===== config.mk =====
export PLATFORM = sky130hd
export DESIGN_NAME = move_scheduler
export DESIGN_NICKNAME = d
export VERILOG_FILES = /design/src/rtl/move_pkg.sv /design/src/rtl/move_fifo.sv /design/src/rtl/move_scheduler.sv
export SDC_FILE = /design/constraint.sdc
export NUM_CORES = 1
export LEC_CHECK = 0
export CORE_AREA = 2 2 271 273
export DETAILED_ROUTE_END_ITERATION = 16
export DIE_AREA = 0 0 273 275
export PLACE_DENSITY = 0.72
export SETUP_SLACK_MARGIN = 0.02
export SLEW_MARGIN = 20
export SYNTH_ARGS = -nofsm -noshare
export SYNTH_HDL_FRONTEND = slang
export SYNTH_SLANG_ARGS = --single-unit

===== constraint.sdc =====
create_clock -name CLK -period 17.4 [get_ports CLK]
set_clock_uncertainty 0.2 [all_clocks]
set_input_delay 3.48 -clock CLK [delete_from_list [all_inputs] [get_ports CLK]]
set_output_delay 3.48 -clock CLK [all_outputs]
set_load 0.01 [all_outputs]

===== src/rtl/move_pkg.sv =====
// move_pkg: shared types and constants for the move scheduler slice.
// Holds the scheduler state encoding, descriptor field width, the packed
// move descriptor and the default buffer depth exponent.
package move_pkg;

   localparam int MOVE_WORD_W         = 64;
   localparam int DEFAULT_BUFFER_BITS = 2;

   typedef enum logic [1:0] {
      MS_IDLE   = 2'd0,
      MS_LOAD   = 2'd1,
      MS_RUN    = 2'd2,
      MS_HALTED = 2'd3
   } ms_state_t;

   typedef struct packed {
      logic                   dir;
      logic [MOVE_WORD_W-1:0] duration;
      logic [MOVE_WORD_W-1:0] increment;
      logic [MOVE_WORD_W-1:0] incrementincrement;
   } move_desc_t;

endpackage


===== src/rtl/move_fifo.sv =====
// move_fifo: circular descriptor buffer with push/pop/flush.
// The running move stays stored until it is popped, so occupancy counts it.
// Flush has priority over a push or pop issued in the same cycle.
module move_fifo
   import move_pkg::*;
#(
   parameter int BUFFER_BITS = DEFAULT_BUFFER_BITS
) (
   input  logic                 CLK,
   input  logic                 resetn,
   input  logic                 push,
   input  move_desc_t           push_data,
   input  logic                 pop,
   input  logic                 flush,
   output move_desc_t           rd_data,
   output logic [BUFFER_BITS:0] occupancy,
   output logic                 full
);

   localparam int                   DEPTH   = 1 << BUFFER_BITS;
   localparam logic [BUFFER_BITS:0] DEPTH_V = (BUFFER_BITS+1)'(DEPTH);

   move_desc_t             mem [DEPTH];
   logic [BUFFER_BITS-1:0] rd_ptr;
   logic [BUFFER_BITS-1:0] wr_ptr;

   // Descriptor storage: data only, no reset needed.
   always_ff @(posedge CLK) begin
      if (push && !flush) begin
         mem[wr_ptr] <= push_data;
      end
   end

   // Pointer and occupancy bookkeeping; flush returns everything to empty.
   always_ff @(posedge CLK or negedge resetn) begin
      if (!resetn) begin
         rd_ptr    <= '0;
         wr_ptr    <= '0;
         occupancy <= '0;
      end else if (flush) begin
         rd_ptr    <= '0;
         wr_ptr    <= '0;
         occupancy <= '0;
      end else begin
         if (push) begin
            wr_ptr <= wr_ptr + 1'b1;
         end
         if (pop) begin
            rd_ptr <= rd_ptr + 1'b1;
         end
         case ({push, pop})
            2'b10:   occupancy <= occupancy + 1'b1;
            2'b01:   occupancy <= occupancy - 1'b1;
            default: occupancy <= occupancy;
         endcase
      end
   end

   assign rd_data = mem[rd_ptr];
   assign full    = (occupancy == DEPTH_V);

endmodule


===== src/rtl/move_scheduler.sv =====
// move_scheduler: pops buffered move descriptors into the DDA step timer.
// IDLE -> LOAD -> RUN per segment, HALTED on halt (abort + flush).
// Optional feature macro: MOVE_SCHEDULER_STATS_EN adds the moves_completed
// and moves_aborted counters and their output ports.
module move_scheduler
   import move_pkg::*;
#(
   parameter int BUFFER_BITS = DEFAULT_BUFFER_BITS
) (
   input  logic                          CLK,
   input  logic                          resetn,
   input  logic                          wr_valid,
   output logic                          wr_ready,
   input  logic                          wr_dir,
   input  logic [MOVE_WORD_W-1:0]        wr_duration,
   input  logic signed [MOVE_WORD_W-1:0] wr_increment,
   input  logic signed [MOVE_WORD_W-1:0] wr_incrementincrement,
   input  logic                          halt,
   output logic                          move_dir,
   output logic [MOVE_WORD_W-1:0]        move_duration,
   output logic signed [MOVE_WORD_W-1:0] move_increment,
   output logic signed [MOVE_WORD_W-1:0] move_incrementincrement,
   output logic                          move_start,
   output logic                          move_abort,
   input  logic                          move_done,
   output logic                          busy,
   output logic [BUFFER_BITS:0]          occupancy,
   output logic                          buffer_dtr
`ifdef MOVE_SCHEDULER_STATS_EN
   ,
   output logic [31:0]                   moves_completed,
   output logic [15:0]                   moves_aborted
`endif
);

   localparam int                   DEPTH     = 1 << BUFFER_BITS;
   localparam logic [BUFFER_BITS:0] DTR_LIMIT = (BUFFER_BITS+1)'(DEPTH - 1);
   localparam logic [BUFFER_BITS:0] OCC_ONE   = (BUFFER_BITS+1)'(1);

   ms_state_t  state;
   ms_state_t  state_next;
   move_desc_t wr_desc;
   move_desc_t rd_desc;
   logic       fifo_full;
   logic       push;
   logic       do_pop;
   logic       do_load;
   logic       flush;
   logic       halt_entry;

   assign wr_desc.dir                = wr_dir;
   assign wr_desc.duration           = wr_duration;
   assign wr_desc.increment          = wr_increment;
   assign wr_desc.incrementincrement = wr_incrementincrement;

   assign wr_ready   = !fifo_full && (state != MS_HALTED);
   assign push       = wr_valid && wr_ready;
   assign busy       = (state == MS_LOAD) || (state == MS_RUN);
   assign buffer_dtr = (occupancy < DTR_LIMIT);
   assign halt_entry = (state_next == MS_HALTED) && (state != MS_HALTED);

   move_fifo #(
      .BUFFER_BITS (BUFFER_BITS)
   ) u_fifo (
      .CLK       (CLK),
      .resetn    (resetn),
      .push      (push),
      .push_data (wr_desc),
      .pop       (do_pop),
      .flush     (flush),
      .rd_data   (rd_desc),
      .occupancy (occupancy),
      .full      (fifo_full)
   );

   // State register.
   always_ff @(posedge CLK or negedge resetn) begin
      if (!resetn) begin
         state <= MS_IDLE;
      end else begin
         state <= state_next;
      end
   end

   // Next-state logic; halt overrides everything, including a same-cycle done.
   always_comb begin
      state_next = state;
      do_pop     = 1'b0;
      do_load    = 1'b0;
      case (state)
         MS_IDLE: begin
            if (halt) begin
               state_next = MS_HALTED;
            end else if (occupancy != '0) begin
               state_next = MS_LOAD;
            end
         end
         MS_LOAD: begin
            if (halt) begin
               state_next = MS_HALTED;
            end else begin
               do_load    = 1'b1;
               state_next = MS_RUN;
            end
         end
         MS_RUN: begin
            if (halt) begin
               state_next = MS_HALTED;
            end else if (move_done) begin
               do_pop = 1'b1;
               // Occupancy after the pop, counting a simultaneous push.
               if ((occupancy > OCC_ONE) || push) begin
                  state_next = MS_LOAD;
               end else begin
                  state_next = MS_IDLE;
               end
            end
         end
         MS_HALTED: begin
            if (!halt) begin
               state_next = MS_IDLE;
            end
         end
         default: state_next = MS_IDLE;
      endcase
      flush = (state_next == MS_HALTED);
   end

   // Move descriptor and start/abort pulses toward the DDA.
   always_ff @(posedge CLK or negedge resetn) begin
      if (!resetn) begin
         move_dir                <= 1'b0;
         move_duration           <= '0;
         move_increment          <= '0;
         move_incrementincrement <= '0;
         move_start              <= 1'b0;
         move_abort              <= 1'b0;
      end else begin
         move_start <= do_load;
         move_abort <= halt_entry;
         if (do_load) begin
            move_dir                <= rd_desc.dir;
            move_duration           <= rd_desc.duration;
            move_increment          <= $signed(rd_desc.increment);
            move_incrementincrement <= $signed(rd_desc.incrementincrement);
         end
      end
   end

`ifdef MOVE_SCHEDULER_STATS_EN
   // Completed-move counter (wrapping) and abort counter (saturating).
   always_ff @(posedge CLK or negedge resetn) begin
      if (!resetn) begin
         moves_completed <= '0;
         moves_aborted   <= '0;
      end else begin
         if (do_pop) begin
            moves_completed <= moves_completed + 1'b1;
         end
         if (halt_entry && ((state == MS_RUN) || (state == MS_LOAD)) &&
             (moves_aborted != 16'hFFFF)) begin
            moves_aborted <= moves_aborted + 1'b1;
         end
      end
   end
`endif

endmodule

==> results.cfg, run 1 <==
[run_status]
status = finished clean

[worst_setup_path]
crit_path_frequent_cell = buf_4
reg2reg_slack_ns = 12.69
start_kind = input pin
cp_max_fo = 67
critPathSlowestCell = buf_4
r2r_end = u_fifo.mem[1][7]
cp-startpoint = halt
cpPeakStageDelay_ns = 0.88
worstPathRequired_ns = 17.43
worstPathArrival_ns = 7.38
rr_startpoint = u_fifo.occupancy[1]
worstSetupPathType = in -> reg
crit_chain = clkdlybuf4s50_1 -> or3b_1 -> a211oi_2 -> o41ai_2 -> buf_4 -> a21oi_4 -> buf_4 -> buf_4
cp-end-kind = flop
rr_worst_depth = 9

[timing]
worst_pin_slew_ns = 1.08
fmaxAchievable_mhz = 136
hold_violations = 0
tns_ns = 0
rsz0062_at_grt = false
min_period_over_period = 0.422
relSlewSlack = 0.282
finalHoldWorstSlack_ns = 0.306
fin_ws_ns = 10.05
setup-violations-final = 0
fin_crit_ns = 7.35
slew_viol_final = 0

[global_routing]
grt_pass1_wl_um = 107000
grt.total_usage = 0.192
grt_antenna_before_repair = 13
grt_pass1_vias = 17500
grt_max_degree = 100
overflow = 0

[placed_design]
gp_congestion = 0.792
portBuffers = 398
pre_cts_ws_ns = 9.32
dpl.hpwl_um = 42500
placedInstanceArea_mm2 = 0.0408

[power_and_ir_drop]
switching_share = 0.266
p_comb_frac = 0.259
p_int_uw = 5540
p_per_area_mw_per_mm2 = 171
p_leak_uw = 0.0148
switching_power_uw = 2010
seqPwrFrac = 0.454
pwr-share-clk = 0.287
irDropWorstVdd_uv = 130

[drt]
wl_per_cell_um = 24.0
drt_iter0_markers = 1367
vias = 16600
drt.antenna.violating_nets = 0
drc = 0
via_per_inst = 5.52
wl_um = 72000
firstDrtPassIters = 5

[floorplan]
dieArea_mm2 = 0.0751
start_util = 0.495
rows = 99
die_width_um = 273
die-height_um = 275
io_pins = 399
core_area_mm2 = 0.0723

[layout]
areaGrowthSynthToFinish_pct = 23.6
fillCellCount = 4991
multi_input_area_mm2 = 0.00708
final_design_area_no_fill_mm2 = 0.0442
drive_gt1_frac = 0.285
regArea_mm2 = 0.0283
finalNetCount = 2166

[clocking]
cts-resized-gates = 0
cts_buffers = 95
ctsHoldBuffers = 0
clk_path_buf_depth = 3
path_clk_slew_ns = 0.06
cts_setup_buffers = 0
cts_tree = done
htree_levels = 3
worst_skew_pair.late_latency_ns = 0.64
cts_sinks = 976
root_buffer = clkbuf_16

[logic_synthesis]
synth_fp_nets = 1715
mappedNetlistArea_mm2 = 0.0358
synth_most_common_cell = edfxtp_1
synth-async-reset-ratio = 0.209
synth.avg_cell_area_um2 = 23.8
synthCells = 1505
synth_top_cell_by_area = edfxtp_1
synthFlopType = edfxtp_1
ys_seq_area_frac = 0.790
synth-edff-count = 772
synth_cell_types = 37
synth_area_leaders = edfxtp_1 (65%), dfrtp_1 (14%), mux4_2 (12%), mux2_2 (6.1%), buf_6 (0.57%)
ys_warn_count = 0
synth_common_cells = edfxtp_1 (772), dfrtp_1 (204), mux2_2 (193), mux4_2 (193), buf_2 (34)
ys_ff_latch = 976
synth_top_area_frac = 0.648

[hold_path]
hold_class = reg -> reg
min_from = move_incrementincrement[19]
hold_depth = 1
worstHoldEndpoint = move_incrementincrement[19]

[job]
maxCapViolCount = 0
[logic make-up after synthesis]
family,synth area share
adder cells (fa/ha/maj),0.00447
AO/OA/AOI/OAI,0.00570
multiplexers,0.182
flip-flops,0.790
XOR/XNOR,0.00122
AND/OR/NAND/NOR,0.00280
buffers and inverters,0.0135
[power groups by stage]
| stage | combinational, µW | sequential, µW | clock, µW |
|---|---|---|---|
| after CTS | 1990 | 3440 | 2210 |
| after detailed placement | 1980 | 3480 | 0 |
| final | 1960 | 3430 | 2170 |
| after global placement | 1960 | 3450 | 0 |
| after floorplan | 1040 | 3610 | 0 |
| after global routing | 2090 | 3490 | 2300 |
[state kept, by name, summed over array words and instances (netlist names)]
name / count
state: 2
u_fifo.rd_ptr: 2
u_fifo.occupancy: 3
move_dir: 1
move_increment: 64
move_abort: 1
move_start: 1
u_fifo.wr_ptr: 2
move_duration: 64
u_fifo.mem: 772
move_incrementincrement: 64
[how the worst max path moves through the flow]
stage,endpoint,slack [ns],cells after the start
finish,u_fifo.mem[1][7],10.05,8
CTS,u_fifo.mem[1][22],10.01,8
floorplan,u_fifo.mem[0][0],2.63,6
detailed placement,u_fifo.mem[1][5],9.32,8
global placement,u_fifo.mem[1][8],9.35,8
global route,u_fifo.mem[1][59],9.79,8
[area by class of cell]
| cell class | instances | share of cell area |
|---|---|---|
| inverters | 9 | 0.000764 |
| flip-flops and latches | 976 | 0.640 |
| clock inverters | 58 | 0.0164 |
| diodes | 5 | 0.000283 |
| clock buffers | 122 | 0.0604 |
| well taps | 959 | 0.0271 |
| repair buffers | 425 | 0.0955 |
| multi-input cells | 449 | 0.160 |
[critical path, delay by kind of cell]
kind                   cells  cell delay, ns
AO/OA/AOI/OAI              3            1.11
AND/OR/NAND/NOR            1            0.45
buffers and inverters      4            2.27
[placed cells by master, fill, tap and decap left out, types with 2 or more instances in the layout]
| cell | netlist | routed |
|---|---|---|
| clkdlybuf4s50_1 | 0 | 397 |
| mux4_2 | 193 | 193 |
| clkinvlp_4 | 0 | 3 |
| clkbuf_1 | 14 | 11 |
| mux2_2 | 193 | 193 |
| a21oi_1 | 13 | 9 |
| edfxtp_1 | 772 | 772 |
| diode_2 | 0 | 5 |
| inv_6 | 0 | 4 |
| nor3_1 | 2 | 2 |
| a21oi_4 | 1 | 5 |
| xnor2_1 | 4 | 4 |
| bufinv_16 | 0 | 15 |
| clkinv_8 | 0 | 2 |
| ha_1 | 12 | 12 |
| a211oi_1 | 3 | 3 |
| dfrtp_1 | 204 | 202 |
| inv_1 | 9 | 9 |
| clkinv_1 | 0 | 12 |
| and3b_1 | 2 | 2 |
| dfrtp_4 | 0 | 2 |
| clkbuf_8 | 0 | 13 |
| clkbuf_16 | 0 | 98 |
| nand2_1 | 6 | 6 |
| buf_4 | 1 | 25 |
| clkinv_2 | 0 | 20 |
[through the flow]
| stage | util | total power [µW] | cells |
|---|---|---|---|
| floorplan | - | 4650 | 1505 |
| global placement | 0.564 | 5410 | 2817 |
| detailed placement | 0.564 | 5450 | 2817 |
| CTS | 0.611 | 7640 | 2997 |
| global route | 0.611 | 7890 | 3000 |
| finish | 0.612 | 7550 | 3003 |
[per-layer routing]
metal | part of all wire | track usage
met1 | 0.43 | 0.277
met4 | 0.016 | 0.0492
met2 | 0.48 | 0.297
met3 | 0.072 | 0.0469
met5 | 0.0014 | 0
Note: power is estimated with default switching activity, not from simulation.
==> inputs of run 2 (changes only) <==
- clock period: 17.4 -> 7.6 ns (I/O delays scaled with it)
==> run 2 against run 1 <==
Compared with the run above:
- total power increased by 130%
- critical path depth decreased by 1
- first-iteration DRC count decreased by 12%
- via count decreased by 0.34%
- flip-flop and latch count unchanged
- cell count about the same
- wire length increased by 1.8%
- critical endpoint is now u_fifo.mem[1][173]
- largest cell class unchanged
==> results.cfg, run 2 (synthesized netlist as in run 1, its figures left out) <==
[global_routing]
grt.total_usage = 0.195
grt_antenna_before_repair = 19
grt_max_degree = 142
overflow = 0
grt_pass1_wl_um = 109000
grt_pass1_vias = 17400

[layout]
final_cells = 3001
final_cell_mix = edfxtp_1 (772), clkdlybuf4s50_1 (397), dfrtp_1 (202)
final_util = 0.610
areaGrowthSynthToFinish_pct = 23.3
final_common_cell = edfxtp_1
drive_gt1_frac = 0.282
finalNetCount = 2163
largest_reg_flops = 772
largest-register = u_fifo.mem

[worst_setup_path]
worstPathArrival_ns = 4.30
cp-end-kind = flop
cp_max_fo = 107
worstSetupPathType = in -> reg
start_kind = input pin
worstPathRequired_ns = 7.66

[clocking]
root_buffer = clkbuf_16
cts_sinks = 976
path_clk_slew_ns = 0.06
ctsHoldBuffers = 0
cts_setup_buffers = 0
htree_levels = 3
worst_skew_pair.late_latency_ns = 0.64
cts-resized-gates = 0
clk_path_buf_depth = 3
cts_tree = done
cts_buffers = 98

[timing]
relSlewSlack = 0.284
fmaxAchievable_mhz = 236
slew_viol_final = 0
setup-violations-final = 0
fin_ws_ns = 3.36
min_period_over_period = 0.558
hold_violations = 0
rsz0062_at_grt = false
fin_crit_ns = 4.24
worst_pin_slew_ns = 1.07
finalHoldWorstSlack_ns = 0.305

[placed_design]
portBuffers = 398
pre_cts_ws_ns = 2.74
gp_congestion = 0.795
placed_cells = 2812
dpl.hpwl_um = 42000

[floorplan]
dieArea_mm2 = 0.0751
start_util = 0.495
core_area_mm2 = 0.0723
die-height_um = 275
rows = 99
die_width_um = 273
io_pins = 399

[run_status]
status = finished clean

[power_and_ir_drop]
p_per_area_mw_per_mm2 = 388
irDropWorstVdd_uv = 477
power.total_uw = 17100
p_leak_uw = 0.0147

[hold_path]
hold_class = reg -> reg

[drt]
drc = 0
vias = 16500
via_per_inst = 5.50
drt_iter0_markers = 1197
wl_um = 73300
wl_per_cell_um = 24.4
drt.antenna.violating_nets = 0
firstDrtPassIters = 5

[job]
maxCapViolCount = 0
run 2: changes by cell type in the layout (fill, tap and decap cells not counted), sizes merged:
cell    previous run  this run
clkbuf           122       145
buf               28        22
clkinv            36        27
inv               13        15
bufinv            15         4
diode              5         4
run 2: worst paths after layout:
path	cells past startpoint	from	slack, ns	end
max	7	halt	3.36	u_fifo.mem[1][173]
min	1	move_duration[49]	0.30	move_duration[49]
max reg2reg	8	u_fifo.occupancy[1]	4.03	u_fifo.mem[1][173]
min reg2reg	1	move_duration[49]	0.30	move_duration[49]
max in group asynchronous	2	resetn	5.19	u_fifo.rd_ptr[0]
min in group asynchronous	1	resetn	0.62	move_duration[63]
run 2: power breakdown:
part	leakage, µW	internal [µW]	switching, µW
combinational	0.00368	2480	2070
clock	0.00161	2790	1970
sequential	0.00945	7210	601
total	0.0147	12500	4640
run 2: stage by stage:
step,setup TNS (ns),cell area [µm²]
floorplan,-919.80,35800
global placement,0,40900
detailed placement,0,40900
CTS,0,44100
global route,0,44100
finish,0,44100
run 2: cell type report:
class                   count  area, µm²
clock buffers             145       2900
flip-flops and latches    976      28300
well taps                 959       1200
repair buffers            419       4260
multi-input cells         449       7080
diodes                      4       10.0
fillers                  5024      28200
inverters                   9       33.8
clock inverters            40        358
run 2: routing by layer:
layer,GRT usage,vias to the layer above,wire length (µm)
li1,-,7107,-
met1,0.263,8793,30400
met2,0.319,455,36700
met3,0.0477,124,4550
met4,0.0558,30,1440
met5,0,-,184
run 2: critical path: stages:
cell and delay, ns:
clkdlybuf4s50_1 0.58, or3b_1 0.46, a211oi_2 0.18, o41ai_2 0.10, buf_4 0.23, a21oi_4 0.49, buf_12 0.52
